<file path="src/rtl/priority_code_decoder.sv">
// priority_code_decoder: expands {none, index} code words into four 2-bit slots
// and queues them in a 2-entry FIFO. It also keeps wrapping push counters and a
// sticky protocol-error flag.
module priority_code_decoder #(
    parameter logic [1:0] LOW_FILL  = 2'd0,
    parameter logic [1:0] HIGH_FILL = 2'd0,
    parameter int         CNT_W     = 16
) (
    input  logic             clk,
    input  logic             rst_n,
    input  logic             in_valid,
    output logic             in_ready,
    input  logic [1:0]       in_index,
    input  logic             in_none,
    output logic             out_valid,
    input  logic             out_ready,
    output logic [1:0]       out_slot_0,
    output logic [1:0]       out_slot_1,
    output logic [1:0]       out_slot_2,
    output logic [1:0]       out_slot_3,
    output logic [CNT_W-1:0] code_count,
    output logic [CNT_W-1:0] none_count,
    output logic             proto_err,
    input  logic             err_clr
);

    // Packed word layout is {slot3, slot2, slot1, slot0}. The fills must never
    // be 2'd1, so re-encoding the slots returns the original code.
    function automatic logic [7:0] decode_word(input logic [1:0] index, input logic none);
        logic [7:0] w;
        w = '0;
        for (int j = 0; j < 4; j++) begin
            if (none)
                w[2*j +: 2] = LOW_FILL;
            else if (j == int'(index))
                w[2*j +: 2] = 2'd1;
            else if (j > int'(index))
                w[2*j +: 2] = HIGH_FILL;
            else
                w[2*j +: 2] = LOW_FILL;
        end
        return w;
    endfunction

    logic [7:0] word_p0;
    logic [7:0] head_p1;
    logic [7:0] tail_p1;
    logic [1:0] occ_p1;
    logic       push;
    logic       pop;

    // Stage 0: combinational decode of the incoming code word
    assign word_p0   = decode_word(in_index, in_none);
    assign in_ready  = (occ_p1 != 2'd2);
    assign out_valid = (occ_p1 != 2'd0);
    assign push      = in_valid & in_ready;
    assign pop       = out_valid & out_ready;

    // Stage 1: FIFO storage. The head register drives the outputs directly, so
    // the slots hold their last value when the FIFO drains.
    always_ff @(posedge clk or negedge rst_n) begin
        if (!rst_n) begin
            occ_p1  <= 2'd0;
            head_p1 <= '0;
            tail_p1 <= '0;
        end else begin
            case ({push, pop})
                2'b10: begin
                    if (occ_p1 == 2'd0)
                        head_p1 <= word_p0;
                    else
                        tail_p1 <= word_p0;
                    occ_p1 <= occ_p1 + 2'd1;
                end
                2'b01: begin
                    if (occ_p1 == 2'd2)
                        head_p1 <= tail_p1;
                    occ_p1 <= occ_p1 - 2'd1;
                end
                // Push and pop together only happens at occupancy 1, because
                // full blocks the push and empty blocks the pop.
                2'b11: head_p1 <= word_p0;
                default: ;
            endcase
        end
    end

    assign out_slot_0 = head_p1[1:0];
    assign out_slot_1 = head_p1[3:2];
    assign out_slot_2 = head_p1[5:4];
    assign out_slot_3 = head_p1[7:6];

    // Statistics counters, advanced on accepted words only, wrapping naturally
    always_ff @(posedge clk or negedge rst_n) begin
        if (!rst_n) begin
            code_count <= '0;
            none_count <= '0;
        end else if (push) begin
            code_count <= code_count + {{(CNT_W-1){1'b0}}, 1'b1};
            none_count <= none_count + {{(CNT_W-1){1'b0}}, in_none};
        end
    end

    // Sticky error: a contradictory word (none with nonzero index) beats a clear
    always_ff @(posedge clk or negedge rst_n) begin
        if (!rst_n)
            proto_err <= 1'b0;
        else if (push && in_none && (in_index != 2'd0))
            proto_err <= 1'b1;
        else if (err_clr)
            proto_err <= 1'b0;
    end

endmodule

</file>
<file path="config.mk">
export PLATFORM = sky130hd
export DESIGN_NAME = priority_code_decoder
export DESIGN_NICKNAME = d
export VERILOG_FILES = /design/src/rtl/priority_code_decoder.sv
export SDC_FILE = /design/constraint.sdc
export NUM_CORES = 1
export LEC_CHECK = 0
export CORE_ASPECT_RATIO = 1.4
export CORE_UTILIZATION = 44
export CTS_CLUSTER_SIZE = 28
export DETAILED_ROUTE_END_ITERATION = 8
export PLACE_DENSITY = 0.79
export SLEW_MARGIN = 20
export SYNTH_ARGS = -nofsm -noshare
export SYNTH_HDL_FRONTEND = slang
export SYNTH_SLANG_ARGS = --single-unit
</file>
<file path="constraint.sdc">
create_clock -name clk -period 2.1 [get_ports clk]
set_clock_uncertainty 0.05 [all_clocks]
set_input_delay 0.42 -clock clk [delete_from_list [all_inputs] [get_ports clk]]
set_output_delay 0.42 -clock clk [all_outputs]
set_load 0.01 [all_outputs]
</file>
* Yosys cells after proc, flatten, opt, wreduce, memory -nomap -nowiden
Cells that the tools add are included.
** Word-level totals
- Register bits after elaboration :: 51
- Input port bits :: 8
** Operators by class
- $add $sub $neg :: 4
- Equal/unequal tests :: 10
- Multiplexer cells :: 14
- Bitwise logic cells :: 3
- Reductions and logical operators :: 11
** Operators with widths (count)
- 8-bit one-hot mux with 3 select lines :: 1
- 16-bit by 1-bit adder with 16-bit output :: 1
- 16-bit by 1-bit adder with 16-bit output (second input constant) :: 1
- 8-bit 2-to-1 mux :: 2
- 1-bit 2-to-1 mux :: 9
- 2-bit nonzero test :: 4
- 2-bit equality test (second input constant) :: 3
- 2-bit != test (second input constant) :: 3
- 2-bit equality test (first input constant) :: 2
- 2-bit zero test :: 2
- 2-bit one-hot mux with 2 select lines :: 1
- 3-bit AND reduction :: 1
- 3-bit nonzero test :: 1
- 2-bit by 1-bit adder with 2-bit output (second input constant) :: 1
- 1-bit bitwise AND :: 2
- 1-bit by 2-bit equality test with 1-bit output (first input constant) :: 1
- 2-bit by 1-bit equality test with 1-bit output (second input constant) :: 1
- 1-bit logical AND :: 2
- 2-bit 2-to-1 mux :: 1
- 2-bit AND reduction :: 1
- 2-bit by 1-bit subtractor with 2-bit output (second input constant) :: 1
- 1-bit NOT :: 1

* Depth between registers and ports, before layout
- Word-level depth :: 5
- Mapped depth :: 8
- Mapped depth without buffers :: 8

* Worst setup path after synthesis
No wires, ideal clock.
- Path kind :: register to register
- Start point :: register occ_p1[0]
- End point :: register head_p1[0]
- Library setup time :: 128 ps
- Arrival :: 2005 ps
- Path slack :: -82 ps
- Stages on the path, launching flop included :: 9
- Cell sequence :: dfrtp_1 > or2_2 > nand2_1 > inv_1 > ha_1 > clkbuf_1 > a21o_1 > a21oi_2 > mux2_1
** Between the ends
- Longest elaborated chain between the ends :: 5
** RTL lines
- from (decl) :: line 48 : logic [1:0] occ_p1;
- from (signal assigned) :: line 73 : occ_p1 <= occ_p1 + 2'd1;
- from (signal assigned) :: line 78 : occ_p1 <= occ_p1 - 2'd1;
- 2-bit nonzero test (*) :: line 55 : assign out_valid = (occ_p1 != 2'd0);
- net out_valid :: line 15 : output logic out_valid,
- 1-bit bitwise AND (*) :: line 57 : assign pop = out_valid & out_ready;
- 2-bit by 1-bit equality test with 1-bit output / 2-bit equality test (equally long branches) :: line 67 : case ({push, pop})
- 2-bit != test (no line) / 3-bit nonzero test (equally long branches)
- 3-bit AND reduction (no line)
- to (signal assigned) :: line 70 : head_p1 <= word_p0;
- to (signal assigned) :: line 77 : head_p1 <= tail_p1;
- to (signal assigned) :: line 82 : 2'b11: head_p1 <= word_p0;
- to (decl) :: line 46 : logic [7:0] head_p1;
The timed path passes the listed nets; every way through them passes the cells marked *.
A chain may end at the register's enable or synchronous reset.

* Final worst setup path
- Start point :: register occ_p1[1]
- End point :: register head_p1[0]
** Between the ends
- Longest elaborated chain between the ends :: 5
** RTL lines (line)
- 2-bit != test / 2-bit nonzero test (equally long branches) :: 54, 55
- 1-bit bitwise AND, on equally long branches :: 56, 57
- 2-bit by 1-bit equality test with 1-bit output / 2-bit equality test (equally long branches) :: 67
- 2-bit != test (no line) / 3-bit nonzero test (equally long branches)
- 3-bit AND reduction (no line)
Several ways; a longest one is shown, not always the timed one.

==> results.py <==
metrics = {
    "status": {
        "run_status": "finished clean",
    },
    "yosys": {
        "sequential_to_total_area_share_from_yosys_stat_pct": 52.0,
        "ys_seq_elements": 43,
        "synth_flop_cell": "dfrtp_1",
        "share_of_the_synthesized_area_in_compound_gates_ao_oa_aoi_oai_pct": 3.63,
        "synthSimpleGateAreaFrac_pct": 20.7,
        "synth.area.mux_share_pct": 2.18,
        "synthArstFlopShare_pct": 100,
        "combinational_family_with_the_most_area_after_synthesis": "simple AND/OR/NAND/NOR gates",
        "ys.warnings.count": 0,
        "unique_masters_post_synth": 35,
        "yosys.area_share.xor_xnor_pct": 13.5,
        "postSynthAreaPerCell_sq_um": 10.7,
        "post_synth_instance_area_sq_mm": 0.00207,
        "synth_enable_flop_cells": 0,
        "synth_fa_ha_area_share_pct": 3.63,
        "synthCells": 194,
    },
    "job": {
        "cap_viol_max_count": 0,
    },
    "detailed_routing": {
        "drc_errors": 0,
        "detail_route.wirelength_microns": 4140,
        "drt_pre_antenna_iters": 4,
        "route.antenna.remaining_nets": 0,
        "wire_per_inst_microns": 12.7,
        "initialDrtViolationCount": 38,
        "vias_per_cell": 4.83,
        "route.vias.total": 1581,
    },
    "layout": {
        "antenna-diode-count": 0,
        "final_core_utilization_pct": 63.8,
        "share_of_layout_cells_above_drive_strength_1_pct": 19.2,
        "layout-area-overhead-vs-synth_pct": 39.7,
        "layout_filler_cell_count": 372,
        "stdcell_area_sq_mm": 0.00289,
        "final_net_count": 278,
    },
    "timing": {
        "report.final.slew_viol_count": 0,
        "report.final.setup_viol": 0,
        "post-route-min-period_ps": 2040,
        "achievable-frequency_mhz": 490,
        "timing.setup.tns_ps": 0,
        "tightest_slew_ps": 601,
        "worst_slew_margin_rel_pct": 59.9,
        "final-hold-violation-count": 0,
        "post-route-period-util_pct": 97.2,
    },
    "min_path": {
        "holdCritPathClass": "in -> async",
    },
    "floorplan": {
        "io_pins": 51,
        "die_width_microns": 60.0,
        "die-area_sq_mm": 0.00499,
        "start_util_pct": 45.6,
        "floorplan.rows": 29,
        "die_h_microns": 83.1,
        "core_sq_mm": 0.00454,
    },
    "clock_tree": {
        "ctsRootBufferMaster": "clkbuf_8",
        "cts_buffers": 5,
        "worst_skew_pair.late_latency_ps": 290,
        "clk_path_buf_depth": 2,
        "tritoncts": "built",
        "clock_tree.htree_level_count": 2,
        "clock_sinks": 43,
        "postCtsHoldBufs": 0,
        "clkTransAtPathRegs_ps": 80,
    },
    "place": {
        "dpl-instance-area_sq_mm": 0.00268,
        "port-buffer-count": 46,
        "routabilityCongestion": 0.834,
        "dp_hpwl_microns": 3050,
    },
    "setup_path": {
        "ff2ff_path_depth": 7,
        "crit_fanout": 4,
        "critPathRequiredTime_ps": 2230,
        "worst_setup_path_start_kind": "flip-flop",
        "worst_ep_arrival_time_ps": 2170,
        "end_kind": "flip-flop",
        "worst-setup-path-type": "reg -> reg",
    },
    "global_routing": {
        "grt_max_degree": 29,
        "first_global_vias": 1589,
        "grt_first_pass_wirelength_microns": 7010,
        "antenna_found_initial": 0,
        "residual_overflow_from_global_routing": 0,
        "grt_util_all_layers_pct": 18.5,
    },
    "power_and_ir_drop": {
        "powerDensity_mw_per_mm2": 1110,
        "total_leakage_power_nw": 1.36,
        "ir_drop_mv": 0.630,
    },
}
==> final timing paths <==
path                                start        endpoint  slack (ps)
max reg2reg                     occ_p1[1]      head_p1[0]          60
min in group clk           code_count[15]  code_count[15]         420
max in group asynchronous           rst_n   code_count[4]        1270
max                             occ_p1[1]      head_p1[0]          60
min reg2reg                code_count[15]  code_count[15]         420
min                                 rst_n  code_count[15]          80
==> cell families (layout without fill, tap and decap cells) <==
group | Yosys count | count (layout)
AOI/OAI and AO/OA | 12 | 12
xor gates and xnor gates | 32 | 32
adders and majority gates | 6 | 6
buffers and inverters | 17 | 85
DFF | 43 | 43
muxes | 4 | 4
other | 1 | 4
and+or+nand+nor | 79 | 79
==> layout make-up <==
| class | count | area (sq um) | share of cell area (%) |
|---|---|---|---|
| Inverter | 11 | 41.3 | 1.43 |
| Tap cell | 62 | 77.6 | 2.68 |
| Multi-Input combinational cell | 137 | 956 | 33.1 |
| Sequential cell | 43 | 1080 | 37.2 |
| Clock buffer | 6 | 72.6 | 2.51 |
| Timing Repair Buffer | 66 | 608 | 21.0 |
| Clock inverter | 2 | 60.1 | 2.08 |
==> flip-flops by register name (all words and copies together) (netlist names) <==
signal      cells
code_count     16
occ_p1          2
proto_err       1
none_count     16
head_p1         4
tail_p1         4
==> synth_stat cells, types with 6 or more instances <==
| cell | count | area (sq um) |
|---|---|---|
| dfrtp_1 | 43 | 1080 |
| ha_1 | 6 | 75.1 |
| inv_1 | 9 | 33.8 |
| nand2_1 | 32 | 120 |
| nand3_1 | 6 | 30.0 |
| nor2_1 | 10 | 37.5 |
| o21ai_0 | 7 | 35.0 |
| xnor2_1 | 14 | 123 |
| xor2_1 | 18 | 158 |
==> critical path, cell delays in order (launching register included) <==
cell and delay [ps]:
dfrtp_1 410, or2_4 250, nand2_1 90, inv_1 50
ha_2 180, or3_4 340, a21oi_4 220, mux2_4 330
==> what timing repair did <==
| action | CTS | global route |
|---|---|---|
| pin swaps | 1 | 1 |
| resized for setup | 3 | 7 |
| setup endpoints to repair | 4 | 4 |
| setup buffers | 2 | 4 |
==> cells in the final DEF (no fill, tap or decap), drive strengths merged, types with 6 or more instances in the layout <==
cell            n
clkbuf          6
xnor2          14
buf            21
o21ai           7
dfrtp          43
inv            11
xor2           18
nor3            8
nand3           8
nor2           10
ha              6
nand2          32
clkdlybuf4s50  44
==> layer usage <==
layer	share of wire (%)	vias to the layer above	track usage [%]
li1	-	772	-
met1	43	764	22.8
met2	51	37	30.8
met3	4.3	8	4.52
met4	1.6	0	6.34
met5	0	-	0
==> stage by stage <==
step	instances	hold WS [ps]	power (mW)	setup slack (ps)
2_1_floorplan	197	74.4	1.76	16.1
3_3_place_gp	313	405	2.29	-205
3_5_place_dp	313	415	2.34	-288
4_1_cts	323	100	3.14	20.2
5_1_grt	327	115	3.40	-22.0
6_report	327	79.6	3.22	58.8
==> where the power goes <==
part | leakage [nW] | internal, mW | switching (mW)
sequential | 0.551 | 1.03 | 0.204
combinational | 0.745 | 0.701 | 0.537
clock | 0.0654 | 0.475 | 0.272
total | 1.36 | 2.21 | 1.01
(Power assumes the default switching activity.)
